`src/rtl/mdu_pkg.sv`:
```
`default_nettype none
// ============================================================================
// Module      : mdu_pkg
// Description : Shared types, constants and helpers for the multiply/divide unit
// Revision    : 1.0 - initial release
// ============================================================================
package mdu_pkg;

    typedef enum logic [2:0] {
        OP_MULT  = 3'd0,
        OP_MULTU = 3'd1,
        OP_DIV   = 3'd2,
        OP_DIVU  = 3'd3,
        OP_MTHI  = 3'd4,
        OP_MTLO  = 3'd5
    } mdu_op_t;

    typedef enum logic [1:0] {
        IDLE = 2'd0,
        MUL  = 2'd1,
        DIV  = 2'd2,
        FIX  = 2'd3
    } mdu_state_t;

    localparam logic [31:0] DIV0_Q  = 32'hFFFF_FFFF;
    localparam logic [31:0] INT_MIN = 32'h8000_0000;

    // Low 64 bits of the product of the sign- or zero-extended operands.
    function automatic logic [63:0] mul64(input logic [31:0] a,
                                          input logic [31:0] b,
                                          input logic        sgn);
        logic [63:0] ea;
        logic [63:0] eb;
        ea = sgn ? {{32{a[31]}}, a} : {32'b0, a};
        eb = sgn ? {{32{b[31]}}, b} : {32'b0, b};
        return ea * eb;
    endfunction

endpackage
`default_nettype wire

```
`src/rtl/mdu_div_core.sv`:
```
`default_nettype none
// ============================================================================
// Module      : mdu_div_core
// Description : Unsigned restoring divider, one quotient bit per clock
// Revision    : 1.0 - initial release
// ============================================================================
module mdu_div_core #(
    parameter int DIV_ITER = 32
) (
    input  logic        clk,
    input  logic        reset,
    input  logic        load,
    input  logic [31:0] dividend,
    input  logic [31:0] divisor,
    output logic [31:0] quotient,
    output logic [31:0] remainder,
    output logic        ready
);

    logic [63:0] r_rq;
    logic [31:0] r_d;
    logic [5:0]  r_cnt;

    function automatic logic [63:0] step(input logic [63:0] rq, input logic [31:0] d);
        logic [32:0] trial;
        trial = rq[63:31] - {1'b0, d};
        if (!trial[32]) begin
            return {trial[31:0], rq[30:0], 1'b1};
        end
        return {rq[62:0], 1'b0};
    endfunction

    // The load edge already performs the first iteration.
    always_ff @(posedge clk) begin
        if (reset) begin
            r_rq  <= '0;
            r_d   <= '0;
            r_cnt <= '0;
        end else if (load) begin
            r_d   <= divisor;
            r_rq  <= step({32'b0, dividend}, divisor);
            r_cnt <= 6'(DIV_ITER - 1);
        end else if (r_cnt != 6'd0) begin
            r_rq  <= step(r_rq, r_d);
            r_cnt <= r_cnt - 6'd1;
        end
    end

    // Asserted while the final iteration is being clocked in.
    assign ready     = (r_cnt == 6'd1);
    assign quotient  = r_rq[31:0];
    assign remainder = r_rq[63:32];

endmodule
`default_nettype wire

```
`src/rtl/mdu.sv`:
```
`default_nettype none
// ============================================================================
// Module      : mdu
// Description : Execute-stage multiply/divide unit owning the HI/LO registers
// Revision    : 1.0 - initial release
// ============================================================================
module mdu
    import mdu_pkg::*;
#(
    parameter int MUL_LAT  = 3,
    parameter int DIV_ITER = 32
) (
    input  logic        clk,
    input  logic        reset,
    input  logic        start,
    input  mdu_op_t     op,
    input  logic [31:0] src_a,
    input  logic [31:0] src_b,
    input  logic        flush,
    output logic        busy,
    output logic        done,
    output logic [31:0] hi,
    output logic [31:0] lo
);

    localparam logic [2:0] c_mul_init = 3'(MUL_LAT - 1);

    mdu_state_t  r_state;
    mdu_state_t  w_state_nxt;
    logic [31:0] r_hi;
    logic [31:0] r_lo;
    logic        r_done;
    logic [2:0]  r_mul_cnt;
    logic [31:0] r_mul_a;
    logic [31:0] r_mul_b;
    logic        r_mul_sgn;
    logic        r_neg_q;
    logic        r_neg_r;
    logic        r_div_zero;
    logic [31:0] r_dividend;

    logic        w_accept;
    logic        w_is_mul;
    logic        w_is_div;
    logic        w_sgn_op;
    logic        w_fin_mul;
    logic        w_fin_div;
    logic [31:0] w_ma;
    logic [31:0] w_mb;
    logic        w_msgn;
    logic [63:0] w_prod;
    logic [31:0] w_div_a;
    logic [31:0] w_div_b;
    logic [31:0] w_quo;
    logic [31:0] w_rem;
    logic        w_div_ready;
    logic [31:0] w_quo_fix;
    logic [31:0] w_rem_fix;

    assign busy     = (r_state != IDLE);
    assign w_accept = start && !busy && !flush;
    assign w_is_mul = (op == OP_MULT) || (op == OP_MULTU);
    assign w_is_div = (op == OP_DIV)  || (op == OP_DIVU);
    assign w_sgn_op = (op == OP_MULT) || (op == OP_DIV);

    // One multiplier: fed straight from the issue operands when MUL_LAT is 1.
    assign w_ma   = (r_state == MUL) ? r_mul_a   : src_a;
    assign w_mb   = (r_state == MUL) ? r_mul_b   : src_b;
    assign w_msgn = (r_state == MUL) ? r_mul_sgn : w_sgn_op;
    assign w_prod = mul64(w_ma, w_mb, w_msgn);

    assign w_div_a = (w_sgn_op && src_a[31]) ? -src_a : src_a;
    assign w_div_b = (w_sgn_op && src_b[31]) ? -src_b : src_b;

    mdu_div_core #(
        .DIV_ITER (DIV_ITER)
    ) u_div_core (
        .clk       (clk),
        .reset     (reset),
        .load      (w_accept && w_is_div),
        .dividend  (w_div_a),
        .divisor   (w_div_b),
        .quotient  (w_quo),
        .remainder (w_rem),
        .ready     (w_div_ready)
    );

    assign w_quo_fix = r_div_zero ? DIV0_Q     : (r_neg_q ? -w_quo : w_quo);
    assign w_rem_fix = r_div_zero ? r_dividend : (r_neg_r ? -w_rem : w_rem);

    always_comb begin
        w_state_nxt = r_state;
        w_fin_mul   = 1'b0;
        w_fin_div   = 1'b0;
        case (r_state)
            IDLE: begin
                if (w_accept && w_is_mul) begin
                    if (MUL_LAT == 1) w_fin_mul = 1'b1;
                    else              w_state_nxt = MUL;
                end else if (w_accept && w_is_div) begin
                    w_state_nxt = DIV;
                end
            end
            MUL: begin
                if (flush) begin
                    w_state_nxt = IDLE;
                end else if (r_mul_cnt == 3'd1) begin
                    w_state_nxt = IDLE;
                    w_fin_mul   = 1'b1;
                end
            end
            DIV: begin
                if (flush)            w_state_nxt = IDLE;
                else if (w_div_ready) w_state_nxt = FIX;
            end
            FIX: begin
                w_state_nxt = IDLE;
                w_fin_div   = !flush;
            end
            default: w_state_nxt = IDLE;
        endcase
    end

    always_ff @(posedge clk) begin
        if (reset) begin
            r_state    <= IDLE;
            r_hi       <= '0;
            r_lo       <= '0;
            r_done     <= 1'b0;
            r_mul_cnt  <= '0;
            r_mul_a    <= '0;
            r_mul_b    <= '0;
            r_mul_sgn  <= 1'b0;
            r_neg_q    <= 1'b0;
            r_neg_r    <= 1'b0;
            r_div_zero <= 1'b0;
            r_dividend <= '0;
        end else begin
            r_state <= w_state_nxt;
            r_done  <= w_fin_mul | w_fin_div;

            if (w_accept && w_is_mul) begin
                r_mul_a   <= src_a;
                r_mul_b   <= src_b;
                r_mul_sgn <= w_sgn_op;
                r_mul_cnt <= c_mul_init;
            end else if (r_state == MUL) begin
                r_mul_cnt <= r_mul_cnt - 3'd1;
            end

            if (w_accept && w_is_div) begin
                r_neg_q    <= w_sgn_op && (src_a[31] ^ src_b[31]);
                r_neg_r    <= w_sgn_op && src_a[31];
                r_div_zero <= (src_b == 32'd0);
                r_dividend <= src_a;
            end

            if (w_fin_mul) begin
                {r_hi, r_lo} <= w_prod;
            end else if (w_fin_div) begin
                r_hi <= w_rem_fix;
                r_lo <= w_quo_fix;
            end else if (w_accept && op == OP_MTHI) begin
                r_hi <= src_a;
            end else if (w_accept && op == OP_MTLO) begin
                r_lo <= src_a;
            end
        end
    end

    assign done = r_done;
    assign hi   = r_hi;
    assign lo   = r_lo;

endmodule
`default_nettype wire

```
`config.mk`:
```
export PLATFORM = sky130hd
export DESIGN_NAME = mdu
export DESIGN_NICKNAME = d
export VERILOG_FILES = /design/src/rtl/mdu_pkg.sv /design/src/rtl/mdu_div_core.sv /design/src/rtl/mdu.sv
export SDC_FILE = /design/constraint.sdc
export NUM_CORES = 2
export LEC_CHECK = 0
export ABC_AREA = 0
export BUFFER_PORTS_ARGS = -buffer_cell sky130_fd_sc_hd__clkbuf_2
export CORE_MARGIN = 4
export CORE_UTILIZATION = 50
export CTS_CLUSTER_DIAMETER = 40
export DETAILED_ROUTE_END_ITERATION = 8
export PLACE_DENSITY_LB_ADDON = 0.25
export SETUP_SLACK_MARGIN = 0.2
export SKIP_CTS_REPAIR_TIMING = 1
export SYNTH_ARGS = -nofsm -noshare
export SYNTH_HDL_FRONTEND = slang
export SYNTH_SLANG_ARGS = --single-unit
```
`constraint.sdc`:
```
create_clock -name clk -period 35.2 [get_ports clk]
set_clock_uncertainty 0.05 [all_clocks]
set_input_delay 3.52 -clock clk [delete_from_list [all_inputs] [get_ports clk]]
set_output_delay 3.52 -clock clk [all_outputs]
set_load 0.02 [all_outputs]
```
==> metrics.txt <==
Syn Area/Cell=8.61 um^2; slowest cell delay on critical path=0.86 ns; CTS sink cnt=272; chip width=364 um; CP required=35.61 ns; Seq/Total Area, Yosys=0.0857; largest net degree at the start of global routing=99; Max Cap Viol=0; crit path DAT=14.62 ns; worst slew pin tran=1.25 ns; GR Overflow Total=0; finished layout cell area=0.0673 mm^2; global-route wire length before repair=332 mm; gr usage total=0.334; Root Buffer Master=clkbuf_16; CTS tree=done; Area Growth Syn to Fin=6.04%; cell family with most CP delay=adder cells; Floorplan Core Area=0.126 mm^2; Fmax=0.0704 GHz; PortBufs=136; Starting Density=0.504; cell count along the critical path=31; status=complete, no violations; row count=130; largest fanout on the critical path=24; Final Setup Violations=0; Yosys reg bits=272; Slew Limit Fails=0; period utilization=0.404; Top cell by count, worst path=fa_1; die height=364 um; post-route ant nets=0; vias in the first global route=53800; HP Start=r_neg_q; total of fill cells in the finished design=11600; Total Nets Final=9114; worst reg2reg path depth=32; Hold Path Sink=r_neg_q; WL final=219 mm; layout cells sized above 1=0.0656; synth warn=0; commonest non-fill, non-tap cell in the layout=inv_1; RSZ-0062 raised after global routing=false; number of synthesized flops with an enable pin=0; num ports=137; Post-Synthesis Cells=7377; r2r endpoint=hi[30]; Top FF cell, synth=dfxtp_1; area of the die=0.133 mm^2; synth unique cells=80; HPWL after DPL=177 mm; H-tree depth=2; startpoint types=primary input; Placer Congestion=1.01; Final Hold Vio Count=0; 1st-iter DRT viols=5422; DP Area=0.0658 mm^2; Worst Setup End Kind=flip-flop; crit path buf inv count=7; Clk Latency, worst-skew pair=0.54 ns; Setup TNS=0 ns; Rel. slew slack=0.144; critical path's slowest cell=fa_1; async set-reset flop share out of synthesis=0; first drt pass iteration count=8; Hold/Removal Path Class=reg2reg; clk buf depth=3; total vias in the final route=51500; most frequent cells in the layout=1562 x inv_1, 1420 x fa_1, 1155 x nand2_1; syn nets=9219; cts bufs inserted=42; Clock transition at path regs=0.06 ns; DRC violations left=0; Hold Crit Depth=2; r2r setup slk=21.72 ns; CP Class=in2reg; initial antenna violation count=7; worst r2r src=r_state[0]; Tmin final=14.20 ns; WL/cell=24.5 um; vias per cell=5.75; Mapped Area=0.0635 mm^2
## worst max-delay path by stage
stage               from     end  slack [ns]
2_1_floorplan      op[2]  hi[30]       22.09
3_5_place_dp       op[2]  hi[30]       20.76
3_3_place_gp   src_a[31]  hi[30]       20.87
4_1_cts            op[2]  hi[30]       21.30
6_report           op[2]  hi[30]       21.00
5_1_grt            op[2]  hi[30]       20.68
## metrics by stage
step,std cells,utilization,worst slack [ns],hold slack [ns]
2_1_floorplan,7377,-,22.09,0.383
3_3_place_gp,8878,0.523,20.87,0.387
3_5_place_dp,8878,0.523,20.76,0.394
4_1_cts,8953,0.535,21.30,0.402
5_1_grt,8953,0.535,20.68,0.420
6_report,8957,0.535,21.00,0.402
## tightest hold or removal path, cell delays in order, from the launching register on
cell	delay (ns)
dfxtp_1	0.31
nand2_1	0.05
a21oi_1	0.05
## sequential cells by signal (all words and copies together) (netlist names)
name,count
r_mul_sgn,1
r_state,2
lo,32
u_div_core.r_d,32
r_mul_cnt,3
u_div_core.r_rq,64
u_div_core.r_cnt,6
r_neg_r,1
done,1
hi,32
r_mul_b,32
r_div_zero,1
r_neg_q,1
r_dividend,32
r_mul_a,32
## cells by family after synthesis
group / after synthesis / share of synthesized area
flops: 272 / 0.0857
buf+inv: 1957 / 0.116
fa+ha+maj: 1771 / 0.517
compound gates: 837 / 0.0844
simple gates: 2147 / 0.139
xor+xnor: 251 / 0.0346
mux: 142 / 0.0238
## metal layers
layer,track usage,part of all wire,vias up
met5,0,0.000082,-
met4,0.185,0.070,4
met3,0.0776,0.10,673
met2,0.532,0.45,2623
met1,0.422,0.38,26000
li1,-,-,22100
## Yosys cell counts, drive strengths merged (6+ instances only)
master | number | area, um^2
o31ai | 37 | 292
or3 | 27 | 179
or2 | 16 | 100
a32oi | 7 | 61.3
nor2b | 25 | 156
nor2 | 699 | 2620
nand3 | 28 | 140
nand4 | 12 | 81.3
inv | 1562 | 5860
buf | 45 | 195
a21oi | 305 | 1530
mux2 | 71 | 800
a311oi | 60 | 526
and2 | 28 | 175
o21bai | 6 | 45.0
clkbuf | 350 | 1310
a211oi | 70 | 526
or4 | 11 | 86.3
o211ai | 23 | 173
nand2 | 1158 | 4350
a2111oi | 8 | 70.1
xnor2 | 158 | 1380
fa | 1420 | 28400
nand2b | 18 | 113
o41ai | 14 | 130
and3 | 15 | 93.8
mux2i | 71 | 711
a21o | 63 | 473
xor2 | 93 | 815
o21ai | 140 | 701
ha | 351 | 4390
dfxtp | 272 | 5450
o21a | 15 | 113
nor3 | 72 | 410
nor4 | 14 | 87.6
o22ai | 12 | 75.1
a31oi | 13 | 81.3
o221ai | 19 | 166
## area by class of cell
type | instances | area [um^2] | share of cell area
Multi-Input combinational cell | 5148 | 50900 | 0.756
Inverter | 1562 | 5860 | 0.0871
Sequential cell | 272 | 5450 | 0.0809
Tap cell | 1650 | 2060 | 0.0307
Timing Repair Buffer | 246 | 1520 | 0.0225
Clock buffer | 51 | 1180 | 0.0175
Clock inverter | 24 | 325 | 0.00483
Antenna cell | 4 | 10.0 | 0.000149
Power is left out: the tool's default activity adds up to more than one toggle a clock period on the data nets, which glitch-free logic cannot reach.
